<file path="config.mk">
export PLATFORM = sky130hd
export DESIGN_NAME = regfile_debug_responder
export DESIGN_NICKNAME = d
export VERILOG_FILES = /design/src/rtl/regfile_pkg.sv /design/src/rtl/regfile_core.sv /design/src/rtl/regfile_debug_responder.sv
export SDC_FILE = /design/constraint.sdc
export NUM_CORES = 2
export LEC_CHECK = 0
export CAP_MARGIN = 10
export CORE_MARGIN = 2
export CORE_UTILIZATION = 40
export DETAILED_ROUTE_END_ITERATION = 12
export DONT_BUFFER_PORTS = 1
export PLACE_DENSITY = 0.62
export SYNTH_ARGS = -nofsm -noshare
export SYNTH_HDL_FRONTEND = slang
export SYNTH_HIERARCHICAL = 1
export SYNTH_SLANG_ARGS = --single-unit
</file>
<file path="constraint.sdc">
create_clock -name clk -period 9.67 [get_ports clk]
set_clock_uncertainty 0.2 [all_clocks]
set_input_delay 0.967 -clock clk [delete_from_list [all_inputs] [get_ports clk]]
set_output_delay 0.967 -clock clk [all_outputs]
set_load 0.01 [all_outputs]
</file>
<file path="src/rtl/regfile_pkg.sv">
// regfile_pkg: shared sizes, debug FSM state and register types for the regfile
package regfile_pkg;
  localparam int NUM_REGS = 32;
  localparam int DATA_W = 32;
  localparam int ADDR_W = $clog2(NUM_REGS);
  typedef enum logic [1:0] {IDLE, ACCESS, RESP} dbg_state_t;
  typedef logic [ADDR_W-1:0] reg_addr_t;
  typedef logic [DATA_W-1:0] reg_data_t;
endpackage

</file>
<file path="src/rtl/regfile_core.sv">
// regfile_core: register storage, two registered read ports with write forwarding, one write port
module regfile_core #(
  parameter int NUM_REGS = regfile_pkg::NUM_REGS,
  parameter int DATA_W = regfile_pkg::DATA_W,
  parameter int ADDR_W = $clog2(NUM_REGS)
) (
  input  logic              clk,
  input  logic              rst_n,
  input  logic [ADDR_W-1:0] raddr1,
  input  logic [ADDR_W-1:0] raddr2,
  output logic [DATA_W-1:0] rdata1,
  output logic [DATA_W-1:0] rdata2,
  input  logic [ADDR_W-1:0] dbg_raddr,
  output logic [DATA_W-1:0] dbg_rdata,
  input  logic              we,
  input  logic [ADDR_W-1:0] waddr,
  input  logic [DATA_W-1:0] wdata
);
  logic [DATA_W-1:0] mem [NUM_REGS];
  logic wr;
  assign wr = we && waddr != '0;
  assign dbg_rdata = mem[dbg_raddr];
  // storage update and registered reads; x0 never written so it stays zero
  always_ff @(posedge clk or negedge rst_n) begin
    if (!rst_n) begin
      for (int i = 0; i < NUM_REGS; i++) mem[i] <= '0;
      rdata1 <= '0;
      rdata2 <= '0;
    end else begin
      if (wr) mem[waddr] <= wdata;
      rdata1 <= raddr1 == '0 ? '0 : (wr && waddr == raddr1) ? wdata : mem[raddr1];
      rdata2 <= raddr2 == '0 ? '0 : (wr && waddr == raddr2) ? wdata : mem[raddr2];
    end
  end
endmodule

</file>
<file path="src/rtl/regfile_debug_responder.sv">
// regfile_debug_responder: core regfile plus a debug request/response port that borrows idle write cycles
module regfile_debug_responder #(
  parameter int NUM_REGS = regfile_pkg::NUM_REGS,
  parameter int DATA_W = regfile_pkg::DATA_W,
  parameter int ADDR_W = $clog2(NUM_REGS)
) (
  input  logic              clk,
  input  logic              rst_n,
  input  logic [ADDR_W-1:0] readReg1,
  input  logic [ADDR_W-1:0] readReg2,
  input  logic [ADDR_W-1:0] writeReg,
  input  logic [DATA_W-1:0] writeData,
  input  logic              write,
  output logic [DATA_W-1:0] readData1,
  output logic [DATA_W-1:0] readData2,
  input  logic              dbg_req_valid,
  output logic              dbg_req_ready,
  input  logic              dbg_req_we,
  input  logic [ADDR_W-1:0] dbg_req_addr,
  input  logic [DATA_W-1:0] dbg_req_wdata,
  output logic              dbg_rsp_valid,
  input  logic              dbg_rsp_ready,
  output logic [DATA_W-1:0] dbg_rsp_rdata,
  output logic              dbg_busy
);
  import regfile_pkg::*;
  dbg_state_t state;
  logic we_q, dbg_commit, core_fwd;
  logic [ADDR_W-1:0] addr_q;
  logic [DATA_W-1:0] wdata_q, dbg_rdata;
  assign dbg_commit = state == ACCESS && we_q && !write;
  assign core_fwd = write && writeReg == addr_q && addr_q != '0;
  assign dbg_req_ready = rst_n && state == IDLE;
  assign dbg_busy = state != IDLE;
  regfile_core #(.NUM_REGS(NUM_REGS), .DATA_W(DATA_W), .ADDR_W(ADDR_W)) u_core (
    .clk(clk),
    .rst_n(rst_n),
    .raddr1(readReg1),
    .raddr2(readReg2),
    .rdata1(readData1),
    .rdata2(readData2),
    .dbg_raddr(addr_q),
    .dbg_rdata(dbg_rdata),
    .we(write || dbg_commit),
    .waddr(write ? writeReg : addr_q),
    .wdata(write ? writeData : wdata_q)
  );
  // debug FSM: accept, access (writes wait for a free write port), hold response until taken
  always_ff @(posedge clk or negedge rst_n) begin
    if (!rst_n) begin
      state <= IDLE;
      we_q <= 1'b0;
      addr_q <= '0;
      wdata_q <= '0;
      dbg_rsp_valid <= 1'b0;
      dbg_rsp_rdata <= '0;
    end else begin
      case (state)
        IDLE: if (dbg_req_valid) begin
          we_q <= dbg_req_we;
          addr_q <= dbg_req_addr;
          wdata_q <= dbg_req_wdata;
          state <= ACCESS;
        end
        ACCESS: if (!we_q || !write) begin
          dbg_rsp_valid <= 1'b1;
          dbg_rsp_rdata <= we_q ? '0 : core_fwd ? writeData : dbg_rdata;
          state <= RESP;
        end
        RESP: if (dbg_rsp_ready) begin
          dbg_rsp_valid <= 1'b0;
          state <= IDLE;
        end
        default: state <= IDLE;
      endcase
    end
  end
endmodule

</file>
==> metrics.md <==
| Metric | Value |
|---|---|
| Status | `finished, violations left` |
| Failing checks | `max-slew violations` |
| Kind of critical path | `flip-flop to flip-flop` |
| Final Critical Period | `4.73 ns` |
| CP Max Fanout | `86` |
| Starting Density | `40.3%` |
| CTS resizes | `0` |
| Met1 Wirelength | `98700 um` |
| Crit-path slowest cell | `dfrtp_4` |
| FF+latch area | `29100 um2` |
| Max Clk Rate | `0.211 GHz` |
| Bufs and invs on worst path | `2` |
| # DRC | `0` |
| Fill count | `15000` |
| Metal2 WL | `111000 um` |
| Vias in the first global route | `46300` |
| Share of cells above drive strength 1 | `49.1%` |
| Critical path launch point type | `flip-flop` |
| RSZ-0062 raised after global routing | `false` |
| Clock tree buffer depth | `3` |
| Critical path required time | `10.11 ns` |
| GRT Util Overall | `28.9%` |
| Largest net degree at the start of global routing | `340` |
| Worst slew pin tran | `2.02 ns` |
| Worst vdd ir | `0.249 mV` |
| Placed Area | `69800 um2` |
| CTS Buf Count | `121` |
| GP Congestion | `0.842` |
| Clock H-tree levels | `3` |
| Global route total overflow | `0` |
| Post-synth top flop | `dfrtp_1` |
| #FFs+latches synth | `1161` |
| Worst slew margin | `-34.6%` |
| Avg Cell Area, Syn | `14.6 um2` |
| Antenna viol nets, final | `0` |
| Layout Nets | `4433` |
| Mapped Cells | `4691` |
| Starting DRT DRC Count | `6059` |
| Worst path max stage delay | `0.85 ns` |
| Setup violations, final | `0` |
| Hold Vio Cnt, Final | `0` |
| Syn. warnings | `6` |
| Net count after synthesis | `4781` |
| Pleak | `30.5 nW` |
| Mapped cell area | `68500 um2` |
| Met3 routed WL | `32500 um` |
| # rows | `151` |
| Die area | `175000 um2` |
| Die H | `418 um` |
| EDFF count, synth | `0` |
| Area occupied by multi-input gates | `37300 um2` |
| PortBufs | `0` |
| PwrDens | `325 nW/um2` |
| Cell area after layout | `74100 um2` |
| I/O pin count | `189` |
| Post-synthesis sequential area ratio | `42.4%` |
| Commonest cells after routing, fill and taps aside | `dfrtp_1, mux2_2, mux4_2, mux2i_1, clkbuf_16` |
| Worst EP arrival | `5.18 ns` |
| CP cell instances | `buf_12, buf_4, mux4_2, mux4_2, mux2_2, and2_1, a22oi_1, nand3_1` |
| Top sig layer | `met5` |
| Core footprint | `170000 um2` |
| CTS tree | `done` |
| Cell family with most CP delay | `buffers and inverters` |
| Antenna violations before repair | `9` |
| Clock sinks | `1161` |
| Per-cell routed wire length | `38.3 um` |
| Post-synth ARST share | `100%` |
| Global-route wire length before repair | `361000 um` |
| Period utilization | `49.0%` |
| Most frequent CP cell | `mux4_2` |
| Drt first pass iters | `6` |
| Mean number of vias per cell | `7.08` |
| Worst Setup End Kind | `flip-flop` |
| Worst-Skew Late Latency | `0.77 ns` |
| Register clock-pin slew on the reported worst setup and hold paths | `0.07 ns` |
| Final Max Slew Viols | `188` |
| Max Cap Viol | `0` |
| Hpwl dp | `133000 um` |
| Yosys cell types | `59` |
| Most common cell after layout, fill and taps aside | `dfrtp_1` |
| Worst min path class | `primary input to async pin` |
| Clock root buffer | `clkbuf_16` |
| Fin Setup TNS | `0 ns` |
| DR vias | `47300` |
| Synth-to-Final Area Change | `8.11%` |
| Routed WL | `256000 um` |
| Chip Width | `418 um` |
[routing by layer]
layer / global-route usage (%) / up-vias
met5: 0 / -
met4: 13.1 / 4
met3: 9.86 / 663
met2: 42.8 / 3082
met1: 38.5 / 25600
li1: - / 17900
[flip-flops by register name (all words and copies together), names as in the netlist, 2 cells and up]
signal and flops:
addr_q 5, wdata_q 32, u_core/rdata1 32, u_core/rdata2 32, u_core/mem 1024, dbg_rsp_rdata 32, state 2
[cell usage after synthesis, types with 39 or more instances]
cell,count,area share (%)
a21oi_1,58,0.42
a221oi_1,39,0.50
dfrtp_1,1161,42
o21ai_0,78,0.57
a22oi_1,123,1.3
o22ai_1,42,0.38
mux2i_1,258,3.8
nand3_1,58,0.42
mux4_2,709,23
buf_2,116,0.85
clkbuf_1,299,1.6
nand2_1,125,0.68
buf_1,84,0.46
mux2_2,1118,18
[worst register-to-register path: stages (launching register included)]
cell and delay, ns:
dfrtp_4 0.85, buf_12 0.69, buf_4 0.92, mux4_2 0.65, mux4_2 0.47, mux2_2 0.36, and2_1 0.18, a22oi_1 0.17
nand3_1 0.10
[where the power goes]
group | internal [mW] | switching (mW) | total, mW
Clock | 2.84 | 2.09 | 4.92
Sequential | 7.04 | 2.47 | 9.51
Combinational | 5.64 | 3.97 | 9.60
[worst paths after layout]
check,start,end,slack [ns],cells after the start
setup / recovery,addr_q[0]$_DFFE_PN0P_,dbg_rsp_rdata[0]$_DFFE_PN0P_,4.94,8
hold / removal,rst_n,u_core/rdata1[28]$_DFF_PN0_,0.10,1
setup reg to reg,addr_q[0]$_DFFE_PN0P_,dbg_rsp_rdata[0]$_DFFE_PN0P_,4.94,8
hold reg to reg,u_core/mem[1006]$_DFFE_PN0P_,u_core/mem[1006]$_DFFE_PN0P_,0.21,0
max in group asynchronous,rst_n,u_core/mem[967]$_DFFE_PN0P_,6.37,3
min in group clk,dbg_rsp_ready,state[1]$_DFFE_PN0P_,0.12,1
[area by class of cell]
cell class / instances / share of cell area (%)
diodes: 10 / 0.0338
well taps: 2218 / 3.75
inverters: 6 / 0.0304
clock inverters: 44 / 0.625
clock buffers: 181 / 4.98
flip-flops and latches: 1161 / 39.3
multi-input cells: 2975 / 50.3
repair buffers: 78 / 1.00
[what timing repair did]
action / CTS / global route
hold buffers: 1 / 0
endpoints found under the hold margin: 4 / 0
setup buffers: 0 / 0
[cell families (layout without fill, tap and decap cells)]
group / count (synthesis) / after routing / synth area share (%)
AOI/OAI and AO/OA: 522 / 522 / 5.59
xor gates and xnor gates: 14 / 14 / 0.179
buffers and inverters: 555 / 309 / 3.72
DFF: 1161 / 1161 / 42.4
muxes: 2085 / 2085 / 45.5
other: 0 / 10 / 0
and+or+nand+nor: 354 / 354 / 2.65
[metrics by stage]
stage               util [%]  instances  hold WS, ns  setup slack (ns)  power, mW
floorplan                  -       4691        0.258              6.31       16.2
global route            43.6       6664        0.138              4.61       25.0
detailed placement      41.1       6436        0.201              4.84       18.9
global placement        41.1       6436        0.195              4.83       18.7
CTS                     43.6       6662       0.0865              4.84       23.9
finish                  43.6       6673        0.104              4.94       24.0
Power figures use the tool's default switching activity.
